## config.mk

```make
export PLATFORM = sky130hd
export DESIGN_NAME = stack_alu_sequencer_flat
export DESIGN_NICKNAME = d
export VERILOG_FILES = /design/src/rtl/stack_alu_sequencer_if.sv /design/src/rtl/stack_alu_sequencer.sv /design/src/flat_wrapper.sv
export SDC_FILE = /design/constraint.sdc
export NUM_CORES = 1
export LEC_CHECK = 0
export CAP_MARGIN = 20
export CORE_ASPECT_RATIO = 0.7
export CORE_MARGIN = 2
export CORE_UTILIZATION = 50
export CTS_BUF_LIST = sky130_fd_sc_hd__clkbuf_16
export DETAILED_ROUTE_END_ITERATION = 8
export HOLD_SLACK_MARGIN = 0.15
export PLACE_DENSITY = 0.75
export SYNTH_ARGS = -nofsm -noshare
export SYNTH_HDL_FRONTEND = slang
export SYNTH_SLANG_ARGS = --single-unit
```

## constraint.sdc

```tcl
create_clock -name clk -period 6 [get_ports clk]
set_input_delay 1.2 -clock clk [delete_from_list [all_inputs] [get_ports clk]]
set_output_delay 1.2 -clock clk [all_outputs]
set_load 0.02 [all_outputs]
```

## src/rtl/stack_alu_sequencer_if.sv

```systemverilog
// Command channel of the stack ALU sequencer: valid/ready handshake carrying
// an opcode and a PUSH immediate, plus the one-cycle completion pulses.
interface stack_alu_sequencer_if #(
    parameter int WIDTH = 8
);
    logic             cmd_valid;
    logic             cmd_ready;
    logic [2:0]       cmd_op;
    logic [WIDTH-1:0] cmd_data;
    logic             done;
    logic             err;

    // Command source side.
    modport master (
        output cmd_valid,
        output cmd_op,
        output cmd_data,
        input  cmd_ready,
        input  done,
        input  err
    );

    // Sequencer side.
    modport slave (
        input  cmd_valid,
        input  cmd_op,
        input  cmd_data,
        output cmd_ready,
        output done,
        output err
    );
endinterface

```

## src/rtl/stack_alu_sequencer.sv

```systemverilog
// Evaluation-stack engine around the external 8-bit ALU. Each command runs
// IDLE -> EXEC (drive ALU, capture result, check legality) -> WB (commit),
// and done/err pulses in the following IDLE cycle.
module stack_alu_sequencer #(
    parameter int WIDTH = 8,
    parameter int PTR_W = 3
) (
    input  logic                 clk,
    input  logic                 reset_n,
    stack_alu_sequencer_if.slave cmd,
    output logic [1:0]           alu_control,
    output logic [WIDTH-1:0]     alu_a,
    output logic [WIDTH-1:0]     alu_b,
    input  logic [WIDTH-1:0]     alu_out,
    input  logic                 alu_zero,
    output logic [WIDTH-1:0]     tos,
    output logic [PTR_W:0]       depth,
    output logic                 empty,
    output logic                 full,
    output logic                 zero_flag
);

    localparam int DEPTH = 2 ** PTR_W;

    typedef enum logic [2:0] {
        OP_PUSH  = 3'd0,
        OP_POP   = 3'd1,
        OP_ADD   = 3'd2,
        OP_SUB   = 3'd3,
        OP_AND   = 3'd4,
        OP_DUP   = 3'd5,
        OP_SWAP  = 3'd6,
        OP_CLEAR = 3'd7
    } op_t;

    typedef enum logic [1:0] {
        S_IDLE = 2'd0,
        S_EXEC = 2'd1,
        S_WB   = 2'd2
    } state_t;

    localparam logic [1:0] ALU_ADD  = 2'd0;
    localparam logic [1:0] ALU_SUB  = 2'd1;
    localparam logic [1:0] ALU_AND  = 2'd2;
    localparam logic [1:0] ALU_PASS = 2'd3;

    state_t           r_state;
    state_t           w_next_state;
    logic [PTR_W:0]   r_sp;
    logic [WIDTH-1:0] r_stack [DEPTH];
    op_t              r_op;
    logic [WIDTH-1:0] r_data;
    logic [WIDTH-1:0] r_result;
    logic             r_res_zero;
    logic             r_legal;
    logic             r_zero_flag;
    logic             r_done;
    logic             r_err;

    logic             w_accept;
    logic             w_legal;
    logic             w_is_empty;
    logic             w_is_full;
    logic             w_has_two;
    logic [PTR_W-1:0] w_top_idx;
    logic [PTR_W-1:0] w_nos_idx;
    logic [PTR_W-1:0] w_push_idx;

    // Stack pointer decode: sp counts entries, so TOS lives at sp-1 and NOS at sp-2.
    assign w_push_idx = r_sp[PTR_W-1:0];
    assign w_top_idx  = r_sp[PTR_W-1:0] - PTR_W'(1);
    assign w_nos_idx  = r_sp[PTR_W-1:0] - PTR_W'(2);
    assign w_is_empty = (r_sp == '0);
    assign w_is_full  = (r_sp == (PTR_W+1)'(DEPTH));
    assign w_has_two  = (r_sp >= (PTR_W+1)'(2));
    assign w_accept   = cmd.cmd_valid && (r_state == S_IDLE);

    assign tos        = w_is_empty ? '0 : r_stack[w_top_idx];
    assign depth      = r_sp;
    assign empty      = w_is_empty;
    assign full       = w_is_full;
    assign zero_flag  = r_zero_flag;
    assign cmd.done   = r_done;
    assign cmd.err    = r_err;

    // State register.
    always_ff @(posedge clk or negedge reset_n) begin
        if (!reset_n) begin
            r_state <= S_IDLE;
        end else begin
            // NOTE: sequential state always uses non-blocking assignments so every
            // flop samples pre-edge values regardless of statement order.
            r_state <= w_next_state;
        end
    end

    // Next-state: one command walks IDLE -> EXEC -> WB -> IDLE.
    always_comb begin
        // NOTE: every combinational output gets a default first so no path
        // leaves it unassigned and infers a latch.
        w_next_state = r_state;
        case (r_state)
            S_IDLE:  if (cmd.cmd_valid) w_next_state = S_EXEC;
            S_EXEC:  w_next_state = S_WB;
            S_WB:    w_next_state = S_IDLE;
            default: w_next_state = S_IDLE;
        endcase
    end

    // FSM outputs: handshake ready and ALU drive, active only during EXEC.
    always_comb begin
        cmd.cmd_ready = (r_state == S_IDLE);
        alu_control   = ALU_ADD;
        alu_a         = '0;
        alu_b         = '0;
        if (r_state == S_EXEC) begin
            case (r_op)
                OP_PUSH: begin
                    alu_control = ALU_PASS;
                    alu_b       = r_data;
                end
                OP_DUP: begin
                    alu_control = ALU_PASS;
                    alu_b       = tos;
                end
                OP_ADD, OP_SUB, OP_AND: begin
                    alu_control = (r_op == OP_ADD) ? ALU_ADD :
                                  (r_op == OP_SUB) ? ALU_SUB : ALU_AND;
                    alu_a       = r_stack[w_nos_idx];
                    alu_b       = tos;
                end
                default: ;
            endcase
        end
    end

    // Legality of the latched command against the current stack occupancy.
    always_comb begin
        w_legal = 1'b1;
        case (r_op)
            OP_PUSH:                         w_legal = !w_is_full;
            OP_DUP:                          w_legal = !w_is_full && !w_is_empty;
            OP_POP:                          w_legal = !w_is_empty;
            OP_ADD, OP_SUB, OP_AND, OP_SWAP: w_legal = w_has_two;
            default:                         w_legal = 1'b1;
        endcase
    end

    // Control path: latch command, capture ALU result, commit sp/zero flag in WB.
    always_ff @(posedge clk or negedge reset_n) begin
        if (!reset_n) begin
            r_op        <= OP_PUSH;
            r_data      <= '0;
            r_result    <= '0;
            r_res_zero  <= 1'b0;
            r_legal     <= 1'b0;
            r_sp        <= '0;
            r_zero_flag <= 1'b0;
            r_done      <= 1'b0;
            r_err       <= 1'b0;
        end else begin
            r_done <= 1'b0;
            r_err  <= 1'b0;
            if (w_accept) begin
                r_op   <= op_t'(cmd.cmd_op);
                r_data <= cmd.cmd_data;
            end
            if (r_state == S_EXEC) begin
                r_result   <= alu_out;
                r_res_zero <= alu_zero;
                r_legal    <= w_legal;
            end
            if (r_state == S_WB) begin
                r_done <= r_legal;
                r_err  <= !r_legal;
                if (r_legal) begin
                    case (r_op)
                        OP_PUSH, OP_DUP: r_sp <= r_sp + (PTR_W+1)'(1);
                        OP_POP:          r_sp <= r_sp - (PTR_W+1)'(1);
                        OP_ADD, OP_SUB, OP_AND: begin
                            r_sp        <= r_sp - (PTR_W+1)'(1);
                            r_zero_flag <= r_res_zero;
                        end
                        OP_CLEAR:        r_sp <= '0;
                        default: ;
                    endcase
                end
            end
        end
    end

    // Stack storage, written only at the end of WB for a legal command.
    // NOTE: storage has no reset; sp alone defines which entries are valid,
    // and leaving the array unreset lets it map onto plain register-file cells.
    always_ff @(posedge clk) begin
        if (r_state == S_WB && r_legal) begin
            case (r_op)
                OP_PUSH, OP_DUP:        r_stack[w_push_idx] <= r_result;
                OP_ADD, OP_SUB, OP_AND: r_stack[w_nos_idx]  <= r_result;
                OP_SWAP: begin
                    r_stack[w_top_idx] <= r_stack[w_nos_idx];
                    r_stack[w_nos_idx] <= r_stack[w_top_idx];
                end
                default: ;
            endcase
        end
    end

endmodule

```

## src/flat_wrapper.sv

```systemverilog
// flat-port wrapper written by rule: the top's interface ports become plain ports
module stack_alu_sequencer_flat 
#(
    parameter int WIDTH = 8,
    parameter int PTR_W = 3
)
  (clk, reset_n, alu_control, alu_a, alu_b, alu_out, alu_zero, tos, depth, empty, full, zero_flag, cmd_cmd_valid, cmd_cmd_op, cmd_cmd_data, cmd_cmd_ready, cmd_done, cmd_err);
  stack_alu_sequencer_if #(.WIDTH(WIDTH)) cmd_i ();
  input  logic clk;
  input  logic reset_n;
  output logic [1:0] alu_control;
  output logic [WIDTH-1:0] alu_a;
  output logic [WIDTH-1:0] alu_b;
  input  logic [WIDTH-1:0] alu_out;
  input  logic alu_zero;
  output logic [WIDTH-1:0] tos;
  output logic [PTR_W:0] depth;
  output logic empty;
  output logic full;
  output logic zero_flag;
  input wire logic [$bits(cmd_i.cmd_valid)-1:0] cmd_cmd_valid;
  input wire logic [$bits(cmd_i.cmd_op)-1:0] cmd_cmd_op;
  input wire logic [$bits(cmd_i.cmd_data)-1:0] cmd_cmd_data;
  output wire logic [$bits(cmd_i.cmd_ready)-1:0] cmd_cmd_ready;
  output wire logic [$bits(cmd_i.done)-1:0] cmd_done;
  output wire logic [$bits(cmd_i.err)-1:0] cmd_err;
  assign cmd_i.cmd_valid = cmd_cmd_valid;
  assign cmd_i.cmd_op = cmd_cmd_op;
  assign cmd_i.cmd_data = cmd_cmd_data;
  assign cmd_cmd_ready = cmd_i.cmd_ready;
  assign cmd_done = cmd_i.done;
  assign cmd_err = cmd_i.err;
  stack_alu_sequencer #(.WIDTH(WIDTH), .PTR_W(PTR_W)) u_core (.clk(clk), .reset_n(reset_n), .cmd(cmd_i), .alu_control(alu_control), .alu_a(alu_a), .alu_b(alu_b), .alu_out(alu_out), .alu_zero(alu_zero), .tos(tos), .depth(depth), .empty(empty), .full(full), .zero_flag(zero_flag));
endmodule
```

==> results.toml <==
[die]
coreArea_sq_um = 11090
io_pins = 59
rows = 32
dieHeight_um = 93.70
dieArea_sq_um = 12380
die_w_um = 132.1
initial_core_util = 0.5182

[global_routing]
overflow = 0
grt_pass1_wl_um = 23490
grt_max_degree = 58
grtUsageTotal = 0.2581
grt_pass1_vias = 3979
antenna_found_initial = 0

[placed_design]
dp.cells = 664
preCtsSetupSlack_ps = 1671
dpl.hpwl_um = 10650
port_buffers = 58
gp_congestion = 0.9779

[cells_and_area]
final_cell_mix = "mux2i_1, nand2_1, edfxtp_1"
final_cells = 680
n_antenna_cell = 0
drive_gt1_frac = 0.1537
layout_commonest_cell = "mux2i_1"
final_nets = 550
syn2layout_area_growth_pct = 15.68

[yosys]
dominantRegCellSynth = "edfxtp_1"
synth_nets = 506
synth_cells = 478
syn_area_per_cell_sq_um = 12.02
synth_edf_count = 64
ys_seq_elements = 94
yosysSeqAreaShare = 0.4651
ys.warnings.count = 0
syn_area_sq_um = 5747
synth_cell_types = 51
async_reset_ff_frac = 0.3191

[power]
powerDensity_nw_per_um2 = 474.8
leakage_nw = 2.594
finalPower_mw = 3.156
peakVddDrop_uv = 285.7

[sta]
finalHoldViolCount = 0
grt_setup_unrepaired = "no"
worst_slack_ps = 1267
slew_headroom = 0.2351
period_share = 0.7888
clock.fmax_mhz = 211.3
final.setup.tns_ps = 0
worst_pin_slew_ps = 1145
period_needed_ps = 4733
setup_viol = 0
whs_ps = 469.0
finClkSkew_ps = 4.536
slew_viol_final = 0

[setup_path]
ff2ff_setup_slack_ps = 2070
cp_common_cell = "o21ai_0"
r2r_cells = 6
start_kind = "flip-flop"
cp_max_fo = 15
r2r-start = "u_core.depth[1]"
r2r-end = "u_core.r_stack[6][5]"
cp_data_arrival_time_ps = 3530
required_ps = 4800
cp-end-kind = "output pin"
path_cells = "inv_1, ha_1, xor2_2, mux2_2, nand2_1, o21ai_0, o21ai_0, clkdlybuf4s50_1"
slowest_stage = "xor2_2"
max_stage_delay_ps = 720
criticalPathCategory = "reg2out"

[clocking]
root_buffer = "clkbuf_16"
post_cts_buffers = 0
cts_tree = "built"
hold_buffers = 0
clk_pin_slew_worst_paths_ps = 70
cts_sinks = 94
cts_buffers = 9
h-tree-depth = 3
clockBufferDepth = 2
ctsResizeCount = 0
clock_latency_ps = 360

[route]
totalWireLength_um = 15070
wl_per_cell_um = 22.15
route.detailed.drc = 0
dr.pass1.iters = 5
dr_total_vias = 4085
ant_nets = 0
drtIter0Drc = 455
via_per_inst = 6.007

[min_path]
hold_path.startpoint = "u_core.r_legal"
hold_end = "u_core.cmd.err"
hold-path-cell-count = 1
hp-class = "reg2reg"

[status]
status = "complete, no violations"

[job]
cap_violations = 0
==> power by group <==
| part | internal, mW | total (mW) | switching [mW] |
|---|---|---|---|
| sequential | 0.821 | 0.911 | 0.0895 |
| clock | 0.282 | 0.542 | 0.260 |
| combinational | 0.729 | 1.70 | 0.975 |
| total | 1.83 | 3.16 | 1.32 |
==> layout make-up <==
cell class                      count  area (sq um)
Multi-Input combinational cell    338          2806
Fill cell                         922          4443
Clock inverter                      7         46.29
Inverter                            9         33.78
Sequential cell                    94          2674
Tap cell                          153         191.4
Clock buffer                        9         225.2
Timing Repair Buffer               70         670.6
==> worst max path at each step <==
stage,slack [ps],endpoint,startpoint,cells after the start
global placement,1750,alu_b[1],u_core.depth[1],8
floorplan,1980,alu_b[3],u_core.depth[0],11
global route,1070,alu_b[1],u_core.depth[1],8
detailed placement,1670,alu_b[1],u_core.depth[1],8
CTS,1280,alu_b[1],u_core.depth[1],8
finish,1270,alu_b[1],u_core.depth[1],8
==> metal layers <==
metal | up-vias | global-route usage | share of wire
met5 | - | 0 | 0
met4 | 0 | 0.09058 | 0.020
met3 | 28 | 0.06526 | 0.063
met2 | 144 | 0.3867 | 0.45
met1 | 2046 | 0.3673 | 0.46
li1 | 1867 | - | -
==> state kept, by name (all words and copies together) (netlist names) <==
| register | count |
|---|---|
| u_core.r_state | 2 |
| u_core.cmd.done | 1 |
| u_core.zero_flag | 1 |
| u_core.r_res_zero | 1 |
| u_core.r_data | 8 |
| u_core.cmd.err | 1 |
| u_core.r_stack | 64 |
| u_core.r_result | 8 |
| u_core.r_legal | 1 |
| u_core.r_op | 3 |
| u_core.depth | 4 |
==> cells by family (layout without fill, tap and decap cells) <==
logic type	after synthesis	count (layout)	share of synthesized area
muxes	126	126	0.2789
xor gates and xnor gates	4	4	0.008711
and+or+nand+nor	134	134	0.1028
DFF	94	94	0.4651
AOI/OAI and AO/OA	69	69	0.08579
adders and majority gates	5	5	0.01219
buffers and inverters	46	95	0.04659
==> metrics by stage <==
step | util | area, sq um
floorplan | - | 5747
global placement | 0.5749 | 6376
detailed placement | 0.5749 | 6376
CTS | 0.5994 | 6648
global route | 0.5994 | 6648
finish | 0.5994 | 6648
==> synthesized netlist by cell type, types with 5 or more instances <==
cell type | count | area share
buf_4 | 7 | 0.0091
clkbuf_1 | 8 | 0.0052
mux2i_1 | 83 | 0.14
edfxtp_1 | 64 | 0.33
inv_1 | 9 | 0.0059
a21oi_1 | 7 | 0.0061
mux2_2 | 13 | 0.025
o21ai_0 | 26 | 0.023
nand3_1 | 8 | 0.0070
nor3_1 | 12 | 0.010
buf_2 | 16 | 0.014
nand2_1 | 66 | 0.043
a211oi_1 | 7 | 0.0091
nor2b_1 | 5 | 0.0054
dfrtp_1 | 30 | 0.13
buf_6 | 5 | 0.0098
mux4_2 | 18 | 0.071
nor2_1 | 26 | 0.017
==> critical path: cells and delay by family (launching register included) <==
family,cells,cell delay (ps)
muxes,1,430
and+or+nand+nor,1,70
xor gates and xnor gates,1,720
buffers and inverters,2,860
AOI/OAI and AO/OA,2,360
adders and majority gates,1,360
DFF,1,390
Power figures use the tool's default switching activity.
